$ cat src/rtl/fx_dsp_pkg.sv
// Shared definitions for the fixed-point band-power datapath: sign-magnitude
// field layout, band count, default window length and FSM state encoding.
package fx_dsp_pkg;
   localparam int SM_W         = 16;
   localparam int SM_SIGN_BIT  = 15;
   localparam int SM_MAG_W     = 15;
   localparam int NBANDS       = 4;
   localparam int WIN_LOG2_DEF = 6;

   typedef enum logic [1:0] {
      ST_IDLE   = 2'd0,
      ST_MAC    = 2'd1,
      ST_FINISH = 2'd2
   } state_e;
endpackage

$ cat src/rtl/fx_sm_square.sv
// Combinational square of a Q0.15 sign-magnitude sample, returning the top
// 16 bits of the 30-bit product (truncated). Negative zero squares to zero.
module fx_sm_square
   import fx_dsp_pkg::*;
(
   input  logic [SM_W-1:0] sm_in,
   output logic [SM_W-1:0] sq
);
   logic [SM_MAG_W-1:0]   mag;
   logic [2*SM_MAG_W-1:0] prod;
   logic                  unused_sign;

   // Squaring discards the sign, so only the magnitude feeds the multiplier.
   assign unused_sign = sm_in[SM_SIGN_BIT];

   always_comb begin
      mag  = sm_in[SM_MAG_W-1:0];
      prod = {{SM_MAG_W{1'b0}}, mag} * {{SM_MAG_W{1'b0}}, mag};
      sq   = prod[2*SM_MAG_W-1 -: SM_W];
   end
endmodule

$ cat src/rtl/band_power_accum.sv
// Per-band energy accumulator: squares four band samples per tick with one
// shared squarer and reports mean power and dominant band every window.
module band_power_accum
   import fx_dsp_pkg::*;
#(
   parameter int WIN_LOG2 = WIN_LOG2_DEF,
   parameter int ACC_W    = 16 + WIN_LOG2
) (
   input  logic        clk_slow,
   input  logic        rst,
   input  logic        in_valid,
   input  logic [15:0] band_in_0,
   input  logic [15:0] band_in_1,
   input  logic [15:0] band_in_2,
   input  logic [15:0] band_in_3,
   output logic        busy,
   output logic [15:0] pwr_0,
   output logic [15:0] pwr_1,
   output logic [15:0] pwr_2,
   output logic [15:0] pwr_3,
   output logic [1:0]  dom_band,
   output logic        out_valid,
   output logic        overrun
);
   state_e              state_q, state_d;
   logic                pend_q, pend_d;
   logic [1:0]          idx_q, idx_d;
   logic [WIN_LOG2-1:0] cnt_q, cnt_d;
   logic [SM_W-1:0]     lat_q [NBANDS];
   logic [SM_W-1:0]     lat_d [NBANDS];
   logic [ACC_W-1:0]    acc_q [NBANDS];
   logic [ACC_W-1:0]    acc_d [NBANDS];
   logic [15:0]         pwr_q [NBANDS];
   logic [15:0]         pwr_d [NBANDS];
   logic [15:0]         pwr_new [NBANDS];
   logic [1:0]          dom_q, dom_d, dom_new;
   logic                out_valid_q, out_valid_d;
   logic                overrun_q, overrun_d;
   logic                busy_w;
   logic [SM_W-1:0]     sq_w;

   // pend_q covers the latch cycle between acceptance and the first MAC step.
   assign busy_w = pend_q | (state_q != ST_IDLE);

   fx_sm_square u_sq (
      .sm_in (lat_q[idx_q]),
      .sq    (sq_w)
   );

   // Window mean is a plain shift; strict '>' keeps ties on the lowest index.
   always_comb begin
      dom_new = '0;
      for (int k = 0; k < NBANDS; k++) pwr_new[k] = acc_q[k][ACC_W-1:WIN_LOG2];
      for (int k = 1; k < NBANDS; k++) begin
         if (pwr_new[k] > pwr_new[dom_new]) dom_new = 2'(k);
      end
   end

   always_comb begin
      state_d     = state_q;
      pend_d      = pend_q;
      idx_d       = idx_q;
      cnt_d       = cnt_q;
      lat_d       = lat_q;
      acc_d       = acc_q;
      pwr_d       = pwr_q;
      dom_d       = dom_q;
      out_valid_d = 1'b0;
      overrun_d   = overrun_q;

      if (in_valid) begin
         if (busy_w) begin
            overrun_d = 1'b1;
         end else begin
            lat_d[0] = band_in_0;
            lat_d[1] = band_in_1;
            lat_d[2] = band_in_2;
            lat_d[3] = band_in_3;
            pend_d   = 1'b1;
         end
      end

      unique case (state_q)
         ST_IDLE: begin
            if (pend_q) begin
               pend_d  = 1'b0;
               idx_d   = 2'd0;
               state_d = ST_MAC;
            end
         end
         ST_MAC: begin
            acc_d[idx_q] = acc_q[idx_q] + {{(ACC_W-SM_W){1'b0}}, sq_w};
            idx_d        = idx_q + 2'd1;
            if (idx_q == 2'(NBANDS-1)) begin
               if (cnt_q == '1) begin
                  state_d = ST_FINISH;
               end else begin
                  cnt_d   = cnt_q + 1'b1;
                  state_d = ST_IDLE;
               end
            end
         end
         ST_FINISH: begin
            for (int k = 0; k < NBANDS; k++) begin
               pwr_d[k] = pwr_new[k];
               acc_d[k] = '0;
            end
            dom_d       = dom_new;
            out_valid_d = 1'b1;
            cnt_d       = '0;
            state_d     = ST_IDLE;
         end
         default: state_d = ST_IDLE;
      endcase
   end

   always_ff @(posedge clk_slow or negedge rst) begin
      if (!rst) begin
         state_q     <= ST_IDLE;
         pend_q      <= 1'b0;
         idx_q       <= '0;
         cnt_q       <= '0;
         dom_q       <= '0;
         out_valid_q <= 1'b0;
         overrun_q   <= 1'b0;
         for (int k = 0; k < NBANDS; k++) begin
            lat_q[k] <= '0;
            acc_q[k] <= '0;
            pwr_q[k] <= '0;
         end
      end else begin
         state_q     <= state_d;
         pend_q      <= pend_d;
         idx_q       <= idx_d;
         cnt_q       <= cnt_d;
         dom_q       <= dom_d;
         out_valid_q <= out_valid_d;
         overrun_q   <= overrun_d;
         lat_q       <= lat_d;
         acc_q       <= acc_d;
         pwr_q       <= pwr_d;
      end
   end

   assign busy      = busy_w;
   assign pwr_0     = pwr_q[0];
   assign pwr_1     = pwr_q[1];
   assign pwr_2     = pwr_q[2];
   assign pwr_3     = pwr_q[3];
   assign dom_band  = dom_q;
   assign out_valid = out_valid_q;
   assign overrun   = overrun_q;
endmodule

$ cat config.mk
export PLATFORM = sky130hd
export DESIGN_NAME = band_power_accum
export DESIGN_NICKNAME = d
export VERILOG_FILES = /design/src/rtl/fx_dsp_pkg.sv /design/src/rtl/fx_sm_square.sv /design/src/rtl/band_power_accum.sv
export SDC_FILE = /design/constraint.sdc
export NUM_CORES = 1
export LEC_CHECK = 0
export BUFFER_PORTS_ARGS = -buffer_cell sky130_fd_sc_hd__buf_2
export CORE_UTILIZATION = 62
export DETAILED_ROUTE_END_ITERATION = 12
export PLACE_DENSITY = 0.82
export SLEW_MARGIN = 30
export SYNTH_ARGS = -nofsm -noshare
export SYNTH_HDL_FRONTEND = slang
export SYNTH_SLANG_ARGS = --single-unit
$ cat constraint.sdc
create_clock -name clk_slow -period 10.7 [get_ports clk_slow]
set_clock_uncertainty 0.1 [all_clocks]
set_input_delay 0.535 -clock clk_slow [delete_from_list [all_inputs] [get_ports clk_slow]]
set_output_delay 0.535 -clock clk_slow [all_outputs]
set_load 0.05 [all_outputs]
# == Word level (Yosys, flattened, before mapping) ==
# Index checks and enable logic that the tools add are counted.
# W data, S select, Z words.
# totals
out_inout_bits,69
reg_bits,231
elab_cells,85
inputBits,67
# classes
n_reduce_logical,10
n_eq_ne,7
addsub,3
mul,1
n_bitwise,5
n_mux,33
magnitude_cmp,7
# ops
op,count
$pmux W88 S2,1
$bmux W16 S2,3
$bwmux W88,1
$mux W22,3
$mux W16,4
$gt A16 B16 Y1,3
$bmux W22 S2,1
$demux W22 S2,1
$mul A15 B15 Y30,1
$mux W15,2
$add A22 B16 Y22,1
$mux W2,6
$mux W6,2
$pmux W6 S2,1
$ge A3 B3 Y1 const B,3
$not A2 Y3,3
$pmux W2 S2,2
$reduce_and A2 Y1,4
$add A6 B1 Y6 const B,1
$eq A6 B6 Y1 const B,1
$mux W1,6
$ne A2 B2 Y1 const B,3
$reduce_bool A2 Y1,3
$eq A2 B2 Y1 const B,2
8 further kinds,8

# == Depth between registers and ports, before layout ==
# Gate-level depths: netlist (run 1).
# depth
ltp_word,14
depth_mapped,41
mapped_depth_nobuf,38

# == Modules after synthesis ==
# From an unflattened synthesis (run 1), not the netlist that was laid out.
# hier_totals
hier_cells,1668
area_unflattened_um2,17999.8
# modules_own_cells
module,n_inst,cells_each,area_each_um2,seq_area_each_um2
band_power_accum,1,957,11827.6,5780.5
fx_sm_square,1,711,6172.2,0.0

# == Worst setup path after synthesis (run 1) ==
# Ideal clock, no wire load.
# synth_timing
path_kind,reg-to-reg
start,register idx_q[1]
end,register acc_q[18] in the netlist's numbering
t_required_ns,10.534
stages_incl_launch_ff,37
path_slack_ns,1.831
setup_ns,0.066
synth_period_minus_slack_ns,8.869
arrival_time_ns,8.703
path_cell_list,dfrtp_1 > buf_2 > buf_2 > buf_2 > mux2_2 > o21ai_1 > clkinv_1 > nand2_1 > inv_1 > fa_1 > inv_1 > fa_1 > inv_1 > fa_1 > fa_1 > fa_1 > inv_1 > fa_1 > inv_1 > ha_1 > a21oi_1 > nor2_1 > o31ai_1 > nand2_1 > a22o_1 > o41a_1 > a21o_1 > xor2_1 > ha_1 > nand2_1 > nor2_1 > nand3_1 > a211oi_1 > o31ai_1 > a21oi_1 > xor2_1 > a22o_1
# synth_between
elab_chain_cells,8
elab_cells_between_ends,16
cone_classes,add/sub (1); mul (1); order compare (2); mux (10); bitwise (1); reduce/logical (1)
# synth_rtl
item,line,text
start: declaration,band_power_accum.sv:27,"logic [1:0] idx_q, idx_d;"
start signal: assignment,band_power_accum.sv:134,idx_q <= idx_d;
$not A2 Y3 (implied by the code) (*),"band_power_accum.sv:46, band_power_accum.sv:92",
$bmux W16 S2,band_power_accum.sv:46,".sm_in (lat_q[idx_q]),"
$mux W15 (implied by the code) (2 in series),band_power_accum.sv:46,
$mul A15 B15 Y30,fx_sm_square.sv:18,"prod = {{SM_MAG_W{1'b0}}, mag} * {{SM_MAG_W{1'b0}}, mag};"
$add A22 B16 Y22,band_power_accum.sv:92,"acc_d[idx_q] = acc_q[idx_q] + {{(ACC_W-SM_W){1'b0}}, sq_w};"
$bwmux W88 (*),band_power_accum.sv:92,
$pmux W88 S2 (*),band_power_accum.sv:83,unique case (state_q)
end signal: indexed assignment,band_power_accum.sv:128,acc_q[k] <= '0;
end signal: assignment,band_power_accum.sv:140,acc_q <= acc_d;
end: declaration,band_power_accum.sv:31,logic [ACC_W-1:0] acc_q [NBANDS];
# Mark *: on every way between the ends. The rest lies on a longest branch, timed or not. The select of a mux whose other input is x is not followed.
# A chain may end at the register's enable or synchronous reset.

# == Worst setup path after layout (run 1) ==
# layout_timing
start,register idx_q[1]
end,register acc_q[62] in the netlist's numbering
# Same word-level chain as after synthesis.

==> flow_summary.toml, run 1 <==
[clock_tree]
cts_made_buffers = 25
clkSinkCount = 227
cts_tree = "done"
cts_resized = 0
holdBufCountCts = 0
cts_buffer_depth = 3
htree_num_levels = 1
cts-root-buf = "clkbuf_16"
clk_latency_ps = 550
cts.clk_slew.worst_paths_ps = 70
post_cts_buffers = 0

[logic_synthesis]
synth_async_sr_flop_share_pct = 100
synth_flop_cell = "dfrtp_1"
synth_cell_types = 57
yosysSeqAreaShare_pct = 32.1
synth_edf_count = 0
syn_area_per_cell_um2 = 10.7
ys_warn_count = 0
netlist_instances = 1659
synth_area_um2 = 17700
ys_seq_elements = 227
synth_nets = 2024

[floorplanning]
core_area_um2 = 27900
die_w_um = 171
num_rows = 61
start_util_pct = 63.4
io_pins = 136
die_area_um2 = 29200
fp.dieH_um = 171

[timing]
final.setup.tns_ps = 0
relSlewSlack_pct = 29.2
fmax_ghz = 0.0995
period_needed_ps = 10050
hold_violations = 0
grt_setup_unrepaired = "false"
period_share_pct = 93.9
setup_viol = 0
slew_violations = 0
tightest_slew_ps = 1060

[grt]
grt_pass1_vias = 13895
grt_util_all_layers_pct = 30.2
grt_max_degree = 139
antenna_found_initial = 0
grt_first_pass_wirelength_mm = 69.4
grt-ovfl-total = 0

[drt]
drc = 0
drtIter0Drc = 991
postRouteAntennaNets = 0
routed_wl_mm = 42.9
vias_per_cell = 6.03
wl_per_cell_um = 19.7
vias = 13156
drtPass1Iterations = 7

[critical_path]
cp_slowest_stage_delay_ps = 700
r2r_start = "idx_q[1]"
crit_path_start_kind = "flop"
critPathKind = "reg -> reg"
rrSetupSlack_ps = 650
arrival_ps = 10430
crit_path_end_kind = "flop"
rr_endpoint = "acc_q[62]"
crit_path_frequent_cell = "fa_1"
crit_path_max_fanout = 20
cp_slowest_cell = "dfrtp_2"
rr_worst_depth = 34
crit_required_ps = 11080

[placement]
globalplace.congestion = 0.948
dpl.hpwl_mm = 31.4
port-buffer-count = 131

[final_layout]
area_delta_synth_final_pct = 11.2
antennaDiodeCount = 0
multi_input_area_um2 = 10900
regArea_um2 = 5680
final_common_cell = "inv_1"
drive_above_1_share_pct = 20.8
nets = 2151
mostFrequentLayoutCells = "250 x inv_1, 225 x dfrtp_1, 158 x ha_1"
fillCellCount = 2007

[status]
outcome = "completed"

[worst_hold_path]
min_path_cells = 2
hold_end = "lat_q[14]"
hp-start = "band_in_3[14]"
hold_class = "in -> reg"

[run]
maxCapViolCount = 0
## worst max-delay path: cells and delay by family (launching register included)
kind | cells | cell delay, ps
fa+ha+maj | 8 | 3610
compound gates | 10 | 2910
simple gates | 7 | 1060
buf+inv | 6 | 990
flops | 1 | 700
xor+xnor | 2 | 520
mux | 1 | 90
## synthesized netlist by cell type, types with 19 or more instances
cell type  count  area, um^2
xor2_1        19         166
o21ai_0       62         310
mux2i_1       31         310
dfrtp_1      227        5680
inv_1        250         938
clkbuf_1      41         154
nand2_1      127         477
ha_1         159        1990
a22o_1        61         534
mux4_2        25         563
nor2_1        97         364
mux2_2       139        1570
a21o_1        42         315
a21oi_1       41         205
fa_1         139        2780
## per-stage QoR
stage / cells / setup WS, ps / utilization [%] / cell area [um^2] / hold slack, ps
final: 2181 / 653 / 70.5 / 19700 / 116
after detailed placement: 2134 / 853 / 67.4 / 18800 / 366
after floorplan: 1659 / 1830 / - / 17700 / 139
after global routing: 2181 / 92.0 / 70.5 / 19700 / 111
after global placement: 2134 / 973 / 67.3 / 18800 / 335
after CTS: 2178 / 754 / 70.3 / 19600 / 63.9
## area by class of cell
cell class,count,area share (%)
clock buffers,35,3.72
multi-input cells,1118,55.1
well taps,378,2.40
clock inverters,9,0.407
repair buffers,157,4.61
flip-flops and latches,227,28.9
inverters,257,4.90
## metal layers
layer  routed length [um]  GRT usage, %  share of wire [%]  up-vias
met3                 2470          4.33                5.8      161
met5                    0             0                  0        -
met4                 1980          14.1                4.6        0
li1                     -             -                  -     5856
met1                16900          37.7                 39     6604
met2                21500          51.9                 50      535
## worst max-delay path by stage
stage | startpoint | endpoint | slack, ps
after floorplan | idx_q[1] | acc_q[18] | 1830
after global placement | idx_q[1] | acc_q[62] | 970
after detailed placement | idx_q[1] | acc_q[62] | 850
after CTS | idx_q[1] | acc_q[62] | 750
after global routing | idx_q[1] | acc_q[18] | 90
final | idx_q[1] | acc_q[62] | 650
## logic make-up after synthesis
family	synth area share, %
flops	32.1
xor+xnor	1.83
buf+inv	6.76
compound gates	10.8
simple gates	7.77
mux	13.8
fa+ha+maj	27.0
## state kept, by name (all words and copies together) (netlist names)
signal and cells:
idx_q 2, pwr_2 16, dom_band 2, acc_q 88, pwr_3 16, out_valid 1, pwr_1 16, cnt_q 6
lat_q 60, pwr_0 16, overrun 1, state_q 2, pend_q 1
Power of run 1 is left out: the tool's default activity adds up to more than one toggle a clock period on the data nets, which glitch-free logic cannot reach.
==> inputs of run 2 (changes only) <==
Settings changed: ABC_AREA set to 1, SETUP_SLACK_MARGIN set to 0.05.
==> flow_summary.toml, run 2 <==
[placement]
place_ws_ps = 1510
port-buffer-count = 131
dpl.hpwl_mm = 37.4
globalplace.congestion = 0.947

[critical_path]
path_depth = 35
rr_endpoint = "acc_q[78]"
critPathKind = "reg -> reg"
cp_top_family = "adder cells"
cp_slowest_cell = "dfrtp_2"
crit_required_ps = 10960
crit_path_max_fanout = 38
arrival_ps = 9620
critPathBufInv = 9
crit_path_end_kind = "flop"
cp_slowest_stage_delay_ps = 950
crit_path_frequent_cell = "inv_1"
rrSetupSlack_ps = 1340
rr_worst_depth = 35
crit_path_start_kind = "flop"
crit_end = "acc_q[78]"
r2r_start = "idx_q[0]"
critPathLaunch = "idx_q[0]"

[grt]
antenna_found_initial = 1
grt_pass1_vias = 16071
grt_first_pass_wirelength_mm = 80.4
grt_max_degree = 122
grt_util_all_layers_pct = 32.9
grt-ovfl-total = 0

[run]
maxCapViolCount = 0

[drt]
drc = 0
wl_per_cell_um = 18.0
routed_wl_mm = 49.1
postRouteAntennaNets = 0
vias_per_cell = 5.79
drtIter0Drc = 1502
vias = 15837
drtPass1Iterations = 6

[status]
outcome = "completed"

[logic_synthesis]
netlist_instances = 2228
ys_seq_elements = 227
synth_nets = 2593
ys_warn_count = 0
synth_edf_count = 0
synth_top_area_share_pct = 30.3
synth_area_um2 = 18800
yosysSeqAreaShare_pct = 30.3
synth_flop_cell = "dfrtp_1"
synth_area_leaders = "dfrtp_1 30%, fa_1 15%, ha_1 11%"
synth_cell_types = 53
synth_async_sr_flop_share_pct = 100
synth_most_common_cell = "nand2_1"
syn_area_per_cell_um2 = 8.43
synth_largest_area_cell = "dfrtp_1"
synthTopCellsByCount = "436 x nand2_1, 358 x inv_1, 227 x dfrtp_1"

[clock_tree]
post_cts_buffers = 0
clkSinkCount = 227
cts_tree = "done"
cts-root-buf = "clkbuf_16"
cts_buffer_depth = 3
cts.clk_slew.worst_paths_ps = 70
cts_made_buffers = 24
htree_num_levels = 1
holdBufCountCts = 1
cts_resized = 0
clk_latency_ps = 550

[timing]
slew_violations = 0
setup_viol = 0
grt_setup_unrepaired = "false"
tightest_slew_ps = 1010
hold_violations = 0
period_share_pct = 87.4
fmax_ghz = 0.107
relSlewSlack_pct = 32.6
worst_slack_ps = 1340
final.setup.tns_ps = 0
period_needed_ps = 9360

[final_layout]
regMostFlops = "acc_q"
area_delta_synth_final_pct = 9.05
nets = 2695
fillCellCount = 2295
drive_above_1_share_pct = 13.7
largest_reg_flops = 88
final_common_cell = "nand2_1"
mostFrequentLayoutCells = "434 x nand2_1, 356 x inv_1, 226 x dfrtp_1"
reg_top3 = "acc_q x88, lat_q x60"

[worst_hold_path]
min_path_cells = 2
hold_class = "in -> reg"

[floorplanning]
start_util_pct = 63.2
fp.dieH_um = 176
die_area_um2 = 31000
io_pins = 136
num_rows = 63
core_area_um2 = 29700
die_w_um = 176
## run 2: worst min path at each step
| stage | start | end | slack (ps) |
|---|---|---|---|
| 6_report | band_in_1[10] | lat_q[42] | 120 |
| 5_1_grt | band_in_0[13] | lat_q[61] | 120 |
| 3_3_place_gp | pwr_3[15] | pwr_3[15] | 350 |
| 2_1_floorplan | rst | acc_q[0] | 140 |
| 4_1_cts | band_in_1[10] | lat_q[42] | 110 |
| 3_5_place_dp | pwr_2[2] | pwr_2[2] | 350 |
## run 2: layout make-up
type / count / area (um^2) / area share [%]
Multi-Input combinational cell: 1555 / 11300 / 55.1
Timing Repair Buffer: 152 / 833 / 4.07
Tap cell: 390 / 488 / 2.38
Inverter: 370 / 1400 / 6.84
Clock inverter: 10 / 145 / 0.709
Clock buffer: 31 / 647 / 3.16
Antenna cell: 1 / 2.50 / 0.0122
Sequential cell: 227 / 5680 / 27.8
## run 2: metal layers
metal | up-vias | GRT usage [%] | part of all wire, %
met1 | 7608 | 43.6 | 40
li1 | 7382 | - | -
met5 | - | 0 | 0
met2 | 709 | 53.3 | 47
met3 | 138 | 6.55 | 9.4
met4 | 0 | 12.8 | 3.6
## run 2: worst register-to-register path: cells and delay by family, from the launching register on
| kind | cells | cell delay (ps) |
|---|---|---|
| fa+ha+maj | 8 | 3740 |
| simple gates | 10 | 1330 |
| buf+inv | 9 | 1190 |
| xor+xnor | 2 | 730 |
| compound gates | 6 | 1140 |
| flops | 1 | 950 |
## run 2: stage by stage
| step | hold WS, ps | std cells | utilization [%] | area, um^2 |
|---|---|---|---|---|
| 6_report | 115 | 2736 | 68.9 | 20500 |
| 4_1_cts | 109 | 2735 | 68.8 | 20500 |
| 5_1_grt | 119 | 2735 | 68.9 | 20500 |
| 3_5_place_dp | 354 | 2693 | 66.1 | 19700 |
| 2_1_floorplan | 139 | 2228 | - | 18800 |
| 3_3_place_gp | 353 | 2693 | 66.1 | 19700 |
## run 2: logic make-up (layout without fill, tap and decap cells)
family          Yosys count  after routing  share of synthesized area (%)
simple gates            784            784                           17.7
buf+inv                 446            563                           9.75
compound gates          386            386                           12.0
fa+ha+maj               298            298                           25.4
flops                   227            227                           30.3
mux                      60             60                           3.60
xor+xnor                 27             27                           1.30
other cells               0              1                              0
Power of run 2 is left out for the same reason.
==> inputs of run 3 (changes only) <==
Settings changed: CORE_ASPECT_RATIO set to 0.7, CORE_UTILIZATION 62 to 55, PLACE_DENSITY 0.82 to 0.74.
Clock period 10.7 ns to 9.15 ns, I/O delays scaled along.
==> flow_summary.toml, run 3 (synthesized netlist as in run 2, its figures left out) <==
[timing]
period_share_pct = 93.7
slew_violations = 0
fmax_ghz = 0.117
hold_violations = 0
relSlewSlack_pct = 42.6
tightest_slew_ps = 861
setup_viol = 0
final.setup.tns_ps = 0
period_needed_ps = 8580
grt_setup_unrepaired = "false"

[drt]
wl_per_cell_um = 17.6
drc = 0
routed_wl_mm = 49.1
drtPass1Iterations = 5
vias_per_cell = 5.62
postRouteAntennaNets = 0
drtIter0Drc = 1226
vias = 15678

[critical_path]
crit_required_ps = 9490
crit_path_frequent_cell = "nand2_1"
crit_path_max_fanout = 27
cp_slowest_stage_delay_ps = 630
critPathKind = "reg -> reg"
crit_path_end_kind = "flop"
crit_path_start_kind = "flop"
cp_slowest_cell = "dfrtp_4"
arrival_ps = 8920

[floorplanning]
num_rows = 56
fp.dieH_um = 157
start_util_pct = 55.9
io_pins = 136
die_area_um2 = 34900
core_area_um2 = 33600
die_w_um = 223

[final_layout]
drive_above_1_share_pct = 14.3
antennaDiodeCount = 0
mostFrequentLayoutCells = "434 x nand2_1, 356 x inv_1, 226 x dfrtp_1"
regMostFlops = "acc_q"
reg_top3 = "acc_q x88, lat_q x60"
area_delta_synth_final_pct = 10.0
largest_reg_flops = 88
final_common_cell = "nand2_1"
nets = 2706

[grt]
antenna_found_initial = 2
grt-ovfl-total = 0
grt_first_pass_wirelength_mm = 80.1
grt_max_degree = 122
grt_util_all_layers_pct = 28.8
grt_pass1_vias = 15662

[clock_tree]
post_cts_buffers = 0
cts-root-buf = "clkbuf_16"
cts.clk_slew.worst_paths_ps = 60
cts_tree = "done"
clk_latency_ps = 560
cts_made_buffers = 23
htree_num_levels = 1
clkSinkCount = 227
cts_buffer_depth = 3

[status]
outcome = "completed"

[worst_hold_path]
hold_class = "in -> reg"

[placement]
port-buffer-count = 131
dpl.hpwl_mm = 37.8
globalplace.congestion = 0.961

[run]
maxCapViolCount = 0
## run 3: cell types whose count changed in the layout (fill, tap and decap cells not counted), sizes merged
cell      before  now
buf          151  163
inv          369  371
bufinv         3    2
clkbuf        31   32
clkinv         6    5
clkinvlp       2    1
diode          1    0
## run 3: worst max-delay path, delay by kind of cell (launching register included)
family	cells	cell delay [ps]
XOR/XNOR	1	190
adder cells (fa/ha/maj)	9	4030
AO/OA/AOI/OAI	3	500
flip-flops	1	630
AND/OR/NAND/NOR	17	1970
buffers and inverters	8	1000
## run 3: cell type report
class	count	area, um^2
clock buffer	32	679
multi-input combinational	1555	11300
inverter	370	1400
sequential	227	5680
timing repair buffer	164	923
clock inverter	9	116
tap	435	544
fill	2904	12900
## run 3: metrics by stage
step	instances	setup slack (ps)	utilization (%)	instance area (um^2)	hold WS [ps]
finish	2792	573	61.5	20600	28.9
global route	2792	54.4	61.5	20600	17.9
CTS	2792	453	61.4	20600	4.84
detailed placement	2750	536	59.0	19800	349
global placement	2750	611	59.0	19800	336
floorplan	2228	1680	-	18800	61.9
## run 3: repair_timing
action / 4_1_cts / 5_1_grt
hold buffers: 1 / 0
endpoints found under the setup margin: 0 / 21
gates resized for setup: 0 / 5
hold endpoints to repair: 109 / 0
## run 3: final timing paths
path	start	to	slack, ps	depth (start not counted)
min	band_in_1[6]	lat_q[38]	30	2
min reg2reg	overrun	overrun	360	1
min in group asynchronous	rst	pwr_1[3]	470	2
max reg2reg	idx_q[0]	acc_q[62]	570	38
max	idx_q[0]	acc_q[62]	570	38
max in group asynchronous	rst	lat_q[17]	7210	3
## run 3: per-layer routing
metal	GRT usage [%]	vias up	share of wire, %
li1	-	7393	-
met1	42.9	7578	46
met2	42.4	635	41
met3	7.27	70	11
met4	6.11	2	1.8
met5	0	-	0.026
Power of run 3 is left out for the same reason.
